$ cat config.mk
export PLATFORM = sky130hd
export DESIGN_NAME = cnt6_cycle_monitor
export DESIGN_NICKNAME = d
export VERILOG_FILES = /design/src/rtl/cnt6_cycle_monitor.sv
export SDC_FILE = /design/constraint.sdc
export NUM_CORES = 1
export LEC_CHECK = 0
export CAP_MARGIN = 10
export CORE_UTILIZATION = 43
export DETAILED_ROUTE_END_ITERATION = 16
export PLACE_DENSITY = 0.77
export SLEW_MARGIN = 20
export SYNTH_ARGS = -nofsm -noshare
export SYNTH_HDL_FRONTEND = slang
export SYNTH_SLANG_ARGS = --single-unit
$ cat constraint.sdc
create_clock -name CLK -period 1.4 [get_ports CLK]
set_input_delay 0.21 -clock CLK [delete_from_list [all_inputs] [get_ports CLK]]
set_output_delay 0.21 -clock CLK [all_outputs]
set_load 0.02 [all_outputs]
$ cat src/rtl/cnt6_cycle_monitor.sv
// ---------------------------------------------------------------------------
// cnt6_cycle_monitor
//
// Watches the outputs of a mod-6 counter (CNT6) and:
//   * detects each completed 0..5 cycle (a sampled 5->0 wrap),
//   * counts completed cycles in a two-digit BCD counter (00..99),
//   * flags protocol errors: count out of range, phase vector not matching
//     the count, or an illegal step between consecutive samples.
//
// Ports
//   CLK       in   1  system clock, rising-edge active
//   RST       in   1  synchronous active-high reset, overrides everything
//   Q         in   3  binary count from CNT6 (legal 0..5)
//   S         in   8  one-hot phase vector from CNT6 (legal S == 1 << Q)
//   EN        in   1  enable for the BCD cycle counter
//   CLR       in   1  synchronous clear of counts and sticky flags
//   WRAP      out  1  one-cycle pulse after a sampled 5->0 wrap
//   CYC_ONES  out  4  BCD ones digit of completed cycles
//   CYC_TENS  out  4  BCD tens digit of completed cycles
//   OVF       out  1  sticky, set when the count passes 99
//   ERR       out  1  sticky, set on any protocol error
//   PHASE_OK  out  1  registered, 1 = previous sample was error-free
//
// Parameters
//   HOLD_OK   1 = an unchanged count between samples is legal (stall)
//   SATURATE  1 = count holds at 99 on overflow, 0 = wraps to 00
// ---------------------------------------------------------------------------
module cnt6_cycle_monitor #(
  parameter bit HOLD_OK  = 1'b1,
  parameter bit SATURATE = 1'b0
) (
  input  logic       CLK,
  input  logic       RST,
  input  logic [2:0] Q,
  input  logic [7:0] S,
  input  logic       EN,
  input  logic       CLR,
  output logic       WRAP,
  output logic [3:0] CYC_ONES,
  output logic [3:0] CYC_TENS,
  output logic       OVF,
  output logic       ERR,
  output logic       PHASE_OK
);

  localparam logic [2:0] Q_MAX = 3'd5;
  localparam logic [3:0] BCD_MAX = 4'd9;

  // Phase vector expected for a given count; out-of-range counts must come
  // with an all-zero vector.
  function automatic logic [7:0] expected_phase(input logic [2:0] q);
    logic [7:0] s;
    s = 8'h00;
    if (q <= Q_MAX) begin
      s = 8'h01 << q;
    end
    return s;
  endfunction

  // (q + 1) mod 6, defined for every 3-bit input so an out-of-range history
  // value still yields a well-defined successor.
  function automatic logic [2:0] succ_mod6(input logic [2:0] q);
    logic [2:0] n;
    case (q)
      3'd0:    n = 3'd1;
      3'd1:    n = 3'd2;
      3'd2:    n = 3'd3;
      3'd3:    n = 3'd4;
      3'd4:    n = 3'd5;
      3'd5:    n = 3'd0;
      3'd6:    n = 3'd1;
      default: n = 3'd2;
    endcase
    return n;
  endfunction

  // Registered state
  logic [2:0] q_hist_q, q_hist_d;
  logic       v_q, v_d;
  logic       wrap_q, wrap_d;
  logic [3:0] ones_q, ones_d;
  logic [3:0] tens_q, tens_d;
  logic       ovf_q, ovf_d;
  logic       err_q, err_d;
  logic       phase_ok_q, phase_ok_d;

  // Per-sample combinational checks
  logic wrap;
  logic e_range;
  logic e_dec;
  logic e_step;
  logic err;
  logic inc;

  always_comb begin
    wrap    = v_q && (q_hist_q == Q_MAX) && (Q == 3'd0);
    e_range = (Q > Q_MAX);
    e_dec   = (S != expected_phase(Q));
    // With no valid history (first sample after reset) the step is not judged.
    e_step  = v_q && !((Q == succ_mod6(q_hist_q)) ||
                       (HOLD_OK && (Q == q_hist_q)));
    err     = e_range | e_dec | e_step;
    inc     = wrap && EN && !CLR;
  end

  always_comb begin
    q_hist_d   = Q;
    v_d        = 1'b1;
    wrap_d     = wrap && !CLR;
    phase_ok_d = !err;
    err_d      = CLR ? 1'b0 : (err_q | err);
    ones_d     = ones_q;
    tens_d     = tens_q;
    ovf_d      = ovf_q;

    if (CLR) begin
      ones_d = 4'd0;
      tens_d = 4'd0;
      ovf_d  = 1'b0;
    end else if (inc) begin
      if (ones_q >= BCD_MAX) begin
        if (tens_q >= BCD_MAX) begin
          // Passing 99: overflow is flagged whether we hold or roll over.
          ovf_d = 1'b1;
          if (SATURATE) begin
            ones_d = BCD_MAX;
            tens_d = BCD_MAX;
          end else begin
            ones_d = 4'd0;
            tens_d = 4'd0;
          end
        end else begin
          ones_d = 4'd0;
          tens_d = tens_q + 4'd1;
        end
      end else begin
        ones_d = ones_q + 4'd1;
      end
    end
  end

  always_ff @(posedge CLK) begin
    if (RST) begin
      q_hist_q   <= 3'd0;
      v_q        <= 1'b0;
      wrap_q     <= 1'b0;
      ones_q     <= 4'd0;
      tens_q     <= 4'd0;
      ovf_q      <= 1'b0;
      err_q      <= 1'b0;
      phase_ok_q <= 1'b0;
    end else begin
      q_hist_q   <= q_hist_d;
      v_q        <= v_d;
      wrap_q     <= wrap_d;
      ones_q     <= ones_d;
      tens_q     <= tens_d;
      ovf_q      <= ovf_d;
      err_q      <= err_d;
      phase_ok_q <= phase_ok_d;
    end
  end

  assign WRAP     = wrap_q;
  assign CYC_ONES = ones_q;
  assign CYC_TENS = tens_q;
  assign OVF      = ovf_q;
  assign ERR      = err_q;
  assign PHASE_OK = phase_ok_q;

endmodule

==> flow_metrics.env <==
export IMPL_wl_microns=2500
export IMPL_synth_enable_flop_cells=0
export IMPL_synth_seq_area_share=0.311
export IMPL_cp_start_kind="flop"
export IMPL_wire_per_inst_microns=13.0
export IMPL_synth_top_area_frac=0.311
export IMPL_dp_final_hpwl_microns=1840
export IMPL_grt_antenna_before_repair=0
export IMPL_syn_inst=121
export IMPL_criticalPathCategory="reg2reg"
export IMPL_gp_congestion=0.834
export IMPL_fin_ws_ns=0.0186
export IMPL_clk_latency_ns=0.28
export IMPL_status="complete, no violations"
export IMPL_diodes=0
export IMPL_vias=1046
export IMPL_grt_max_degree=11
export IMPL_yosysTopAreaCell="dfxtp_1"
export IMPL_first_pass_iters=4
export IMPL_root_buffer="clkbuf_4"
export IMPL_hold_class="in2reg"
export IMPL_slew_viol_final=0
export IMPL_drive_gt1_frac=0.315
export IMPL_clk_pin_slew_ns=0.10
export IMPL_stdcell_count=193
export IMPL_start_util=0.461
export IMPL_syn_to_final_growth_pct=48.5
export IMPL_critPathMostFrequentCell="and4_1"
export IMPL_crit_fanout=5
export IMPL_cts_buffers=3
export IMPL_cts_htree_levels=1
export IMPL_worst_path_buf_inv=1
export IMPL_io_buffers=26
export IMPL_max_freq_ghz=0.724
export IMPL_path_cells="buf_6 -> and3b_1 -> o211ai_1 -> and4_1 -> o31ai_4 -> and4_1"
export IMPL_cts_path_max_buffers=2
export IMPL_cts_tree="built"
export IMPL_dp_cells=185
export IMPL_synth_cell_types=44
export IMPL_via_per_inst=5.42
export IMPL_hold_viol_final=0
export IMPL_io_pins=27
export IMPL_ys_flop_type="dfxtp_1"
export IMPL_powerDensity_mw_per_mm2=630
export IMPL_maxCapViolCount=0
export IMPL_final_area_sq_mm=0.00153
export IMPL_grt_usage=0.207
export IMPL_drt_initial_drc_count=20
export IMPL_vdd_drop_max_mv=0.457
export IMPL_place_area_sq_mm=0.00141
export IMPL_grt_ovfl_total=0
export IMPL_multi_input_area_sq_um=692
export IMPL_core_area_sq_mm=0.00223
export IMPL_max_stage_delay_ns=0.38
export IMPL_cts_sinks=16
export IMPL_finalPower_mw=0.962
export IMPL_grt_pass1_vias=952
export IMPL_seqCellArea_sq_um=333
export IMPL_pre_cts_ws_ns=-0.549
export IMPL_cp_end_kind="flop"
export IMPL_slew_limit_headroom=0.693
export IMPL_min_period_ns=1.38
export IMPL_ant_nets=0
export IMPL_setup_viol=0
export IMPL_required_ns=1.58
export IMPL_critPathTopFamily="simple AND/OR/NAND/NOR gates"
export IMPL_synthTopCellsByCount="dfxtp_1, nor2_1, nand2_1"
export IMPL_drcViolationCount=0
export IMPL_die_x_microns=50.9
export IMPL_cp_arrival_ns=1.56
export IMPL_die_area_sq_mm=0.00259
export IMPL_period_share=0.987
export IMPL_nNetsFinal=187
export IMPL_synth_seq_cells=16
export IMPL_n_fill_cell=194
export IMPL_rows=17
export IMPL_grt_pass1_wl_microns=4080
export IMPL_ctsHoldBuffers=0
export IMPL_cp_slowest_cell="dfxtp_4"
export IMPL_ys_warn_count=0
export IMPL_synthTopCellsByArea="dfxtp_1, ha_1, nor2_1"
export IMPL_skew_ns=0.00290
export IMPL_rsz0062_at_grt="yes"
export IMPL_tightest_slew_ns=0.459
export IMPL_synth_area_sq_mm=0.00103
export IMPL_die_h_microns=50.9
export IMPL_ys_async_sr_fraction=0
export IMPL_avgSynthCellArea_sq_um=8.50
export IMPL_synth_net_count=142
export IMPL_synth_most_common_cell="dfxtp_1"
export IMPL_leakagePower_nw=0.645
-- logic make-up (layout without fill, tap and decap cells) --
logic type      count (synthesis)  after routing  synth area share
compound gates                 19             19             0.139
xor+xnor                        4              4            0.0341
fa+ha+maj                       7              7            0.0827
buf+inv                        15             59            0.0851
flops                          16             16             0.311
mux                             3              3            0.0304
simple gates                   57             57             0.318
-- state kept, by name, summed over array words and instances (netlist names) --
signal	cells
CYC_ONES	4
CYC_TENS	4
ERR	1
OVF	1
PHASE_OK	1
WRAP	1
q_hist_q	3
v_q	1
-- final cells by class --
cell class	count	area share
tap	28	0.0229
inverter	8	0.0197
clock buffer	4	0.0238
multi-input combinational	90	0.453
sequential	16	0.218
timing repair buffer	47	0.263
-- stage by stage --
stage,setup TNS [ns],hold WS (ns),util
CTS,0,0.437,0.654
floorplan,0,0.278,-
detailed placement,-5.25,0.459,0.629
global placement,-4.67,0.454,0.629
finish,0,0.333,0.684
global route,-0.0894,0.331,0.684
-- final timing paths --
kind                from           to  slack [ns]  cells after the start
max          q_hist_q[1]     PHASE_OK        0.02                      6
min                  CLR          OVF        0.33                      3
max reg2reg  q_hist_q[1]     PHASE_OK        0.02                      6
min reg2reg  CYC_TENS[1]  CYC_TENS[1]        0.49                      2
-- cells in the final DEF (no fill, tap or decap), drive strengths merged, types with 3 or more instances in the layout --
cell type | synthesis | layout
buf | 7 | 21
dfxtp | 16 | 16
nor2 | 15 | 15
dlygate4sd2 | 0 | 13
clkdlybuf4s50 | 0 | 10
nand2 | 9 | 9
inv | 8 | 8
nor3 | 6 | 6
ha | 6 | 6
clkbuf | 0 | 6
nor2b | 5 | 5
nand3 | 4 | 4
a21oi | 3 | 3
xnor2 | 3 | 3
o31ai | 3 | 3
a41oi | 3 | 3
and4 | 3 | 3
nor3b | 3 | 3
-- repair_timing --
item                                    4_1_cts  5_1_grt
pin swaps                                     7       11
endpoints found under the setup margin       23       11
resized for setup                            24       18
buffers inserted                              1        3
-- per-layer routing --
layer | vias to the layer above | share of wire | GRT usage
met5 | - | 0 | 0
met4 | 0 | 0.011 | 0.0926
met3 | 2 | 0.026 | 0.00893
met2 | 26 | 0.55 | 0.388
met1 | 498 | 0.42 | 0.238
li1 | 520 | - | -
-- where the power goes --
part           switching, mW  internal, mW
sequential           0.00687         0.461
combinational         0.0850         0.105
clock                  0.147         0.158
total                  0.238         0.723
-- worst reg2reg max path: stages (launching register included) --
cell      delay (ns)
dfxtp_4         0.38
buf_6           0.12
and3b_1         0.15
o211ai_1        0.14
and4_1          0.24
o31ai_4         0.08
and4_1          0.17
(Power assumes the default switching activity.)
